**src/rtl/sort_frame_tx.sv**
```systemverilog
// Transmit framer: buffers sorter result words, then serializes them as
// HDR, count, little-endian word bytes and an XOR checksum for uart_tx.
module sort_frame_tx #(
    parameter int          WIDTH = 32,
    parameter int          DEPTH = 16,
    parameter logic [7:0]  HDR   = 8'hA5
) (
    input  logic             clk_i,
    input  logic             rst_ni,
    input  logic [WIDTH-1:0] word_i,
    input  logic             word_valid_i,
    input  logic             word_last_i,
    output logic             word_ready_o,
    output logic [7:0]       data_o,
    output logic             valid_o,
    input  logic             ready_i,
    output logic             busy_o
);

    localparam int NB = WIDTH / 8;
    localparam int AW = (DEPTH > 1) ? $clog2(DEPTH) : 1;
    localparam int CW = AW + 1;
    localparam int BW = (NB > 1) ? $clog2(NB) : 1;

    typedef enum logic [2:0] {
        FILL,
        SEND_HDR,
        SEND_CNT,
        SEND_DATA,
        SEND_CSUM
    } state_t;

    state_t                       state_q, state_d;
    logic [CW-1:0]                cnt_q;
    logic [AW-1:0]                widx_q;
    logic [BW-1:0]                bidx_q;
    logic [7:0]                   csum_q;
    logic [DEPTH-1:0][WIDTH-1:0]  word_buf;

    logic             accept;
    logic             out_hs;
    logic             last_byte;
    logic [WIDTH-1:0] cur_word;
    logic [WIDTH-1:0] cur_shift;
    logic [7:0]       cur_byte;

    assign accept    = word_valid_i && word_ready_o;
    assign out_hs    = valid_o && ready_i;
    assign cur_word  = word_buf[widx_q];
    assign cur_shift = cur_word >> {bidx_q, 3'b000};
    assign cur_byte  = cur_shift[7:0];
    assign last_byte = (bidx_q == BW'(NB - 1)) && ({1'b0, widx_q} == cnt_q - CW'(1));

    // Payload storage carries no reset; cnt alone decides which entries are live.
    always_ff @(posedge clk_i) begin
        if (accept) begin
            word_buf[cnt_q[AW-1:0]] <= word_i;
        end
    end

    always_ff @(posedge clk_i) begin
        if (!rst_ni) begin
            state_q <= FILL;
            cnt_q   <= '0;
            widx_q  <= '0;
            bidx_q  <= '0;
            csum_q  <= '0;
        end else begin
            state_q <= state_d;
            if (accept) begin
                cnt_q <= cnt_q + CW'(1);
            end
            if (out_hs) begin
                case (state_q)
                    SEND_CNT: csum_q <= 8'(cnt_q);
                    SEND_DATA: begin
                        csum_q <= csum_q ^ cur_byte;
                        if (bidx_q == BW'(NB - 1)) begin
                            bidx_q <= '0;
                            widx_q <= widx_q + AW'(1);
                        end else begin
                            bidx_q <= bidx_q + BW'(1);
                        end
                    end
                    SEND_CSUM: begin
                        cnt_q  <= '0;
                        widx_q <= '0;
                        bidx_q <= '0;
                        csum_q <= '0;
                    end
                    default: ;
                endcase
            end
        end
    end

    always_comb begin
        state_d      = state_q;
        word_ready_o = 1'b0;
        valid_o      = 1'b0;
        data_o       = 8'h00;
        busy_o       = (state_q != FILL);
        case (state_q)
            FILL: begin
                word_ready_o = rst_ni && (cnt_q < CW'(DEPTH));
                if (accept && (word_last_i || cnt_q == CW'(DEPTH - 1))) begin
                    state_d = SEND_HDR;
                end
            end
            SEND_HDR: begin
                valid_o = 1'b1;
                data_o  = HDR;
                if (ready_i) state_d = SEND_CNT;
            end
            SEND_CNT: begin
                valid_o = 1'b1;
                data_o  = 8'(cnt_q);
                if (ready_i) state_d = SEND_DATA;
            end
            SEND_DATA: begin
                valid_o = 1'b1;
                data_o  = cur_byte;
                if (ready_i && last_byte) state_d = SEND_CSUM;
            end
            SEND_CSUM: begin
                valid_o = 1'b1;
                data_o  = csum_q;
                if (ready_i) state_d = FILL;
            end
            default: state_d = FILL;
        endcase
    end

endmodule

```
**config.mk**
```make
export PLATFORM = sky130hd
export DESIGN_NAME = sort_frame_tx
export DESIGN_NICKNAME = d
export VERILOG_FILES = /design/src/rtl/sort_frame_tx.sv
export SDC_FILE = /design/constraint.sdc
export NUM_CORES = 1
export LEC_CHECK = 0
export ABC_CLOCK_PERIOD_IN_PS = 4600
export CAP_MARGIN = 20
export CORE_MARGIN = 2
export CORE_UTILIZATION = 34
export CTS_BUF_LIST = sky130_fd_sc_hd__clkbuf_8 sky130_fd_sc_hd__clkbuf_16
export DETAILED_ROUTE_END_ITERATION = 16
export SYNTH_ARGS = -nofsm -noshare
export SYNTH_HDL_FRONTEND = slang
export SYNTH_SLANG_ARGS = --single-unit
```
**constraint.sdc**
```tcl
create_clock -name clk_i -period 4.6 [get_ports clk_i]
set_input_delay 0.69 -clock clk_i [delete_from_list [all_inputs] [get_ports clk_i]]
set_output_delay 0.69 -clock clk_i [all_outputs]
set_load 0.05 [all_outputs]
```
==> impl_summary.txt, run 1 <==
----------------------------------------------------
[Route]
  Starting DRT DRC Count ... 1,012
  Count of TritonRoute iterations in the first routing pass ... 5
  Final ANT Viol Nets ... 0
  DR WL/cell ... 23.8 um
  DRC violations left ... 0
  Total via count after detailed routing ... about 11,000
  Via/cell ratio ... between 5 and 6
  Final wirelength ... approximately 52,000 um

[Synthesis]
  Number of flops mapped to enable cells by yosys ... between 500 and 600
  Combinational family with the most area after synthesis ... multiplexers
  Cell with the most instances after synthesis ... sky130_fd_sc_hd__edfxtp_1
  Leading area contributor after synthesis ... sky130_fd_sc_hd__edfxtp_1
  Multiplexer share of the synthesized area ... about an eighth
  Top area cells in the synthesized netlist ... sky130_fd_sc_hd__edfxtp_1 (71%), sky130_fd_sc_hd__mux2i_1 (7.4%), sky130_fd_sc_hd__mux4_1 (3.0%), sky130_fd_sc_hd__mux4_2 (2.8%), sky130_fd_sc_hd__a22oi_1 (2.8%)
  Average instance area after synthesis ... around 18 um2
  Part of the Yosys area used for sequential elements ... 73.3%
  Share of the synthesized area in the top cell type ... a little under three quarters
  Most frequent cells after synthesis ... sky130_fd_sc_hd__edfxtp_1 (512), sky130_fd_sc_hd__mux2i_1 (159), sky130_fd_sc_hd__a22oi_1 (79), sky130_fd_sc_hd__a21oi_1 (44), sky130_fd_sc_hd__nand2_1 (41)
  Mapped Nets ... 1,241
  Post-synth design cell area ... 21,600 um2
  Synth Area in Simple Gates ... approximately 4.1%
  Dominant register cell in the synthesized netlist ... sky130_fd_sc_hd__edfxtp_1
  Instance count of the mapped netlist ... 1,196
  Yosys Warn Count ... 0
  Adder-Cell Fraction of Synth Area ... 0.464%
  Post-synthesis share of cell area spent on xor and xnor gates ... less than 1%
  Count of state elements after synthesis ... 534
  Synth unique cells ... between 50 and 60
  Fraction of the mapped netlist area in compound gates ... 5.61%
  Async set-reset flop share out of synthesis ... 0%

[Placed design]
  Last weighted congestion value of the routability-driven placer ... 0.811
  DP Worst Slack ... between 0.6 and 0.7 ns
  Buffers added on ports ... 47
  HPWL reported at the end of detailed placement ... around 31,000 um

[Clocking]
  Number of clock buffers inserted by TritonCTS ... 51
  Number of hold buffers added after CTS ... 0
  # Post-CTS Setup Buffers ... 0
  Sink Count ... around 530
  Latest clock arrival within the worst-skew pair ... about 0.60 ns
  Maximum buffer depth of the clock tree ... 3
  CTS tree ... yes
  Number of cells upsized or downsized after cts ... 0
  Max H-tree Level ... 2
  CTS clk-pin slew, worst paths ... 0.07 ns
  CTS root buffer ... sky130_fd_sc_hd__clkbuf_16

[STA]
  Actual transition at the worst max-transition pin ... 1.12 ns
  Final setup viols ... 0
  Slew headroom ... between 20% and 30%
  Worst Skew ... ~0.026 ns
  Number of max-slew violations in the final report ... 0
  Unrepaired setup endpoints after global routing ... false
  Number of hold violations in the final report ... 0
  Final WS setup ... around 0.2 ns
  Post-route clock period utilization ... a little over nine tenths
  Crit path time final ... 4.40 ns
  Fmax achieved ... about 230 MHz

[Cells and area]
  Share of final-layout standard cells stronger than drive strength 1 ... between 10% and 20%
  Layout Nets ... approximately 1,300
  Number of filler instances in the final layout ... between 5,000 and 6,000
  Signed area change from the synthesized netlist to the final layout ... 15.9%
  Final Core Density ... around 40%
  Register Area ... 15,800 um2
  Footprint of the multi-input gates ... between 5000 and 6000 um2

[Power]
  Leakage power ... about 7.6 nW
  Peak supply drop ... 311 uV
  Final Power ... between 9 and 10 mW
  Power density over cell area ... slightly below 400 nW/um2

[Critical path]
  Critical Path End Type ... output port
  Worst Path Class, Setup ... register to output port
  Critical Path Fanout Max ... 12
  Launching element type of the critical path ... register
  Critical path arrival ... 3.71 ns
  Endpoint required time on the critical path ... ~3.9 ns

[Global route]
  First-pass GRT wire length ... roughly 76,000 um
  GRT Overall Usage ... between 10% and 20%
  Vias in the first global route ... approximately 11,000
  Initial antenna violation count ... 3
  Global route overflow ... 0
  Pin count of the biggest net entering global routing ... 37

[Worst hold path]
  Hold WC Path Type ... register to register

[Die]
  Die outline width ... ~260 um
  Starting density of the core ... 34.3%
  Area of the die ... between 60,000 and 70,000 um2
  Count of boundary I/O pins ... 48
  Area of the core region ... 62,900 um2
  Core Rows ... slightly above 90
  DIE HEIGHT ... 256 um

[Run status]
  Status ... finished clean

[Job]
  Number of max-cap violations ... 0

----------------------------------------------------
==> final cells by class <==
cell class,instances,area share [%]
flip-flops and latches,534,63.3
multi-input cells,591,21.6
clock buffers,51,5.11
well taps,846,4.23
repair buffers,105,4.12
clock inverters,43,1.52
inverters,5,0.0751
diodes,2,0.0200
==> state kept, by name (all words and copies together) (netlist names) <==
register,count
cnt_q,5
state_q,3
csum_q,8
bidx_q,2
widx_q,4
word_buf,512
==> layout by cell type, fill, tap and decap left out, types with 21 or more instances in the layout <==
| master | netlist | final |
|---|---|---|
| sky130_fd_sc_hd__mux4_2 | 27 | 27 |
| sky130_fd_sc_hd__mux4_1 | 25 | 25 |
| sky130_fd_sc_hd__nand2_1 | 41 | 41 |
| sky130_fd_sc_hd__mux2i_1 | 159 | 159 |
| sky130_fd_sc_hd__clkdlybuf4s50_1 | 0 | 41 |
| sky130_fd_sc_hd__buf_4 | 5 | 51 |
| sky130_fd_sc_hd__o22ai_1 | 21 | 21 |
| sky130_fd_sc_hd__a22oi_1 | 79 | 79 |
| sky130_fd_sc_hd__a21oi_1 | 44 | 44 |
| sky130_fd_sc_hd__nand3_1 | 25 | 25 |
| sky130_fd_sc_hd__nor2_1 | 34 | 21 |
| sky130_fd_sc_hd__edfxtp_1 | 512 | 512 |
| sky130_fd_sc_hd__clkbuf_16 | 0 | 51 |
==> logic make-up (layout without fill, tap and decap cells) <==
family / count (synthesis) / in the layout
compound gates: 182 / 182
xor+xnor: 22 / 22
fa+ha+maj: 8 / 8
buf+inv: 71 / 204
flops: 534 / 534
mux: 212 / 212
other cells: 0 / 2
simple gates: 167 / 167
==> worst max-delay path: stages (launching register included) <==
cell and delay (ns):
sky130_fd_sc_hd__dfxtp_4 0.51, sky130_fd_sc_hd__buf_4 0.31, sky130_fd_sc_hd__mux4_1 0.62, sky130_fd_sc_hd__o22ai_1 0.35
sky130_fd_sc_hd__or3_1 0.28, sky130_fd_sc_hd__nor2_1 0.06, sky130_fd_sc_hd__a21oi_1 0.14, sky130_fd_sc_hd__o22ai_1 0.11
sky130_fd_sc_hd__clkdlybuf4s50_1 0.72
==> stage by stage <==
stage | cell area (um2) | TNS [ns] | hold slack, ns | std cells
floorplan | 21600 | -0.198 | 0.516 | 1196
global placement | 23300 | 0 | 0.579 | 2080
detailed placement | 23300 | 0 | 0.584 | 2080
CTS | 25000 | 0 | 0.596 | 2174
global route | 25000 | 0 | 0.636 | 2176
finish | 25000 | 0 | 0.604 | 2177
==> per-layer routing <==
metal / part of all wire, % / GRT usage, %
met1: 43 / 21.0
met2: 49 / 26.4
met3: 5.5 / 2.69
met4: 2.4 / 4.61
met5: 0.023 / 0
==> power breakdown <==
| part | switching, mW | internal, mW | total, mW |
|---|---|---|---|
| Sequential | 0.0226 | 5.36 | 5.39 |
| Clock | 1.79 | 2.36 | 4.15 |
| Combinational | 0.218 | 0.107 | 0.325 |
| Total | 2.03 | 7.83 | 9.86 |
==> path summary, 6_finish.rpt <==
kind                        end  slack [ns]  startpoint  cells past startpoint
hold reg to reg       csum_q[6]        0.60   csum_q[6]                      2
hold / removal        csum_q[6]        0.60   csum_q[6]                      2
setup reg to reg  word_buf[158]        1.53  state_q[0]                      6
setup / recovery      data_o[1]        0.20   widx_q[0]                      8
Power figures use the tool's default switching activity.
==> inputs of run 2 (changes only) <==
--- a/config.mk
+++ b/config.mk
@@ -5,9 +5,9 @@
 export SDC_FILE = /design/constraint.sdc
 export NUM_CORES = 1
 export LEC_CHECK = 0
-export ABC_CLOCK_PERIOD_IN_PS = 4600
+export ABC_CLOCK_PERIOD_IN_PS = 4100
 export CAP_MARGIN = 20
-export CORE_MARGIN = 2
+export CORE_MARGIN = 5
 export CORE_UTILIZATION = 34
 export CTS_BUF_LIST = sky130_fd_sc_hd__clkbuf_8 sky130_fd_sc_hd__clkbuf_16
 export DETAILED_ROUTE_END_ITERATION = 16
==> constraint.sdc (replaced) <==
create_clock -name clk_i -period 4.1 [get_ports clk_i]
set_input_delay 0.615 -clock clk_i [delete_from_list [all_inputs] [get_ports clk_i]]
set_output_delay 0.615 -clock clk_i [all_outputs]
set_load 0.05 [all_outputs]
==> run 2 against run 1 <==
Effect of this change:
- routed wire length is 0.42% lower
- flip-flop and latch count stayed put
- die area is 4.7% higher
- largest power group unchanged
- sequential share of layout area is 0.31 points lower
- first-iteration DRC count is 0.89% higher
==> impl_summary.txt, run 2 (synthesis gave the netlist of run 1 again) <==
----------------------------------------------------
[Power]
  Final Power ... 11.2 mW (+13%)
  Logic pwr share ... 3.4% (about the same)
  Switching part of the total power ... 19.8% (-0.75 points)
  Switching power ... 2.21 mW (+9.0%)
  Part of the power in the clock network ... 42.4% (+0.3 points)
  Internal portion of total power ... 8.94 mW (+14%)
  Leakage power ... 7.65 nW (+0.75%)
  Sequential group share of total power ... 54.2% (-0.4 points)
  Power density over cell area ... 444 nW/um2 (+13%)
  Peak supply drop ... 271 uV (-13%)

[Critical path]
  Worst Setup SP ... widx_q[2]
  Endpoint required time on the critical path ... 3.48 ns (-0.43 ns)
  Critical path arrival ... 3.37 ns (-0.34 ns)
  Most common cell type on the critical path ... sky130_fd_sc_hd__buf_4
  Worst R2R Start ... state_q[2]
  Worst path cell trace ... buf_4 -> mux4_1 -> o22ai_1 -> or4_1 -> nor2_1 -> a21oi_1 -> o221ai_1 -> buf_4
  Critical Path End Type ... output port
  Critical Path Fanout Max ... 40 (+28)
  Launching element type of the critical path ... register
  Worst Path Class, Setup ... register to output port
  CP top delay family ... buffers and inverters
  Worst-case register-to-register setup slack ... 1.37 ns (-0.16 ns)
  Slowest stage delay, CP ... 0.62 ns (-0.10 ns)
  Slowest cell on crit path ... sky130_fd_sc_hd__or4_1
  Number of buffers and inverters on the critical path ... 2 (unchanged)

[Cells and area]
  Most frequent standard cell in the layout excluding fill and tap cells ... sky130_fd_sc_hd__edfxtp_1
  Number of filler instances in the final layout ... 5,621 (-1.9%)
  Number of flip-flops under the largest register name ... 512 (unchanged)
  Signed area change from the synthesized netlist to the final layout ... 16.5%
  Layout Cells excl Fill ... 2,185 (+0.37%)
  Layout Nets ... 1,342 (+0.68%)
  Share of final-layout standard cells stronger than drive strength 1 ... 16.1% (+1.3 points)
  Highest-count cells in the layout ignoring fill and taps ... sky130_fd_sc_hd__edfxtp_1 (512), sky130_fd_sc_hd__mux2i_1 (159), sky130_fd_sc_hd__a22oi_1 (79), sky130_fd_sc_hd__buf_4 (65), sky130_fd_sc_hd__clkbuf_16 (51)

[Route]
  Starting DRT DRC Count ... 1,021 (+0.89%)
  DR WL/cell ... 23.6 um (-0.78%)
  Final wirelength ... 51,600 um (-0.42%)
  Final ANT Viol Nets ... 0 (unchanged)
  Count of TritonRoute iterations in the first routing pass ... 5 (unchanged)
  Via/cell ratio ... 5.21 (+1.3%)
  Total via count after detailed routing ... 11,400 (+1.7%)
  DRC violations left ... 0 (unchanged)

[Clocking]
  Maximum buffer depth of the clock tree ... 3 (unchanged)
  CTS tree ... yes
  Max H-tree Level ... 2 (unchanged)
  Sink Count ... 534 (unchanged)
  CTS clk-pin slew, worst paths ... 0.07 ns (about the same)
  Number of clock buffers inserted by TritonCTS ... 49 (-3.9%)
  Number of hold buffers added after CTS ... 0 (unchanged)
  CTS root buffer ... sky130_fd_sc_hd__clkbuf_16
  Latest clock arrival within the worst-skew pair ... 0.56 ns (-0.04 ns)

[Die]
  Core Rows ... 92 (unchanged)
  DIE HEIGHT ... 262 um (+2.3%)
  Count of boundary I/O pins ... 48 (unchanged)
  Starting density of the core ... 34.2% (-0.063 points)
  Area of the core region ... 63,000 um2 (+0.18%)
  Die outline width ... 262 um (+2.3%)
  Area of the die ... 68,600 um2 (+4.7%)

[Global route]
  Vias in the first global route ... 11,200 (-1.9%)
  First-pass GRT wire length ... 75,500 um (-1.3%)
  GRT Overall Usage ... 14.7% (-1.0 points)
  Initial antenna violation count ... 6 (+3)
  Global route overflow ... 0 (unchanged)
  Pin count of the biggest net entering global routing ... 41 (+11%)

[STA]
  Post-route setup TNS ... 0 ns (unchanged)
  Worst Skew ... 0.0111 ns (-0.0148 ns)
  Slew headroom ... 38.1% (+13 points)
  Number of hold violations in the final report ... 0 (unchanged)
  Final WS setup ... 0.118 ns (-0.0802 ns)
  Post-route clock period utilization ... 97.1%
  Fmax achieved ... between 200 and 300 MHz
  Final setup viols ... 0 (unchanged)
  Number of max-slew violations in the final report ... 0 (unchanged)
  Crit path time final ... about 4.0 ns
  Actual transition at the worst max-transition pin ... 0.926 ns (-0.198 ns)
  Unrepaired setup endpoints after global routing ... false

[Placed design]
  Buffers added on ports ... 47 (unchanged)
  Last weighted congestion value of the routability-driven placer ... 0.862 (+6.3%)
  Instance count after placement with tap cells included ... 2,085 (+0.24%)
  DP Worst Slack ... 0.522 ns (-0.156 ns)
  HPWL reported at the end of detailed placement ... 33,400 um (+6.0%)

[Worst hold path]
  Hold WC Path Type ... register to register
  Start point of the worst min-delay path ... csum_q[6]

[Job]
  Number of max-cap violations ... 0 (unchanged)

[Run status]
  Status ... finished clean

----------------------------------------------------
-- run 2: cell types whose count changed in the layout (fill, tap and decap cells not counted), sizes merged --
cell           before  now
clkbuf             51   53
diode               2    1
clkdlybuf4s50      41   39
inv                19   14
dlymetal6s2s        1    0
bufinv              6    8
buf                63   77
clkinvlp            1    3
clkinv             22   19
-- run 2: worst reg2reg max path, delay by kind of cell (launching register included) --
kind,cells,cell delay [ns]
AND/OR/NAND/NOR,5,1.67
buffers and inverters,1,0.31
flip-flops,1,0.42
-- run 2: area by class of cell --
| class | instances | area, um2 | share of cell area [%] |
|---|---|---|---|
| repair buffers | 116 | 1120 | 4.45 |
| clock inverters | 39 | 388 | 1.54 |
| diodes | 1 | 2.50 | 0.00996 |
| well taps | 846 | 1060 | 4.21 |
| multi-input cells | 591 | 5410 | 21.5 |
| inverters | 5 | 18.8 | 0.0747 |
| clock buffers | 53 | 1300 | 5.19 |
| flip-flops and latches | 534 | 15800 | 63.0 |
-- run 2: final timing paths --
path,cells after the start,end
worst max-delay path,8,data_o[2]
worst min register to register,2,csum_q[6]
worst max register to register,6,word_buf[41]
worst min-delay path,2,csum_q[6]
-- run 2: power by group through the flow --
stage | Combinational, mW | Clock (mW) | Sequential, mW
after global routing | 0.409 | 5.03 | 6.04
final | 0.382 | 4.73 | 6.04
after CTS | 0.383 | 4.82 | 6.04
after global placement | 0.376 | 0 | 6.16
after floorplan | 0.179 | 0 | 6.15
after detailed placement | 0.382 | 0 | 6.16
-- run 2: routing by layer --
layer / share of wire, % / global-route usage (%)
met4: 2.4 / 3.97
met3: 7.0 / 2.95
met1: 46 / 21.9
met2: 45 / 22.1
met5: 0.095 / 0
-- run 2: through the flow --
| stage | hold slack, ns | area, um2 | utilization (%) |
|---|---|---|---|
| finish | 0.590 | 25100 | 39.9 |
| global route | 0.638 | 25100 | 39.9 |
| CTS | 0.586 | 25100 | 39.8 |
| detailed placement | 0.572 | 23400 | 37.1 |
| global placement | 0.549 | 23400 | 37.1 |
| floorplan | 0.516 | 21600 | - |
-- run 2: what timing repair did --
action | CTS | global route
endpoints found under the setup margin | 1 | 4
gates resized for setup | 1 | 3
setup buffers | 0 | 7
endpoints found under the hold margin | 0 | 0
cloned | 0 | 0
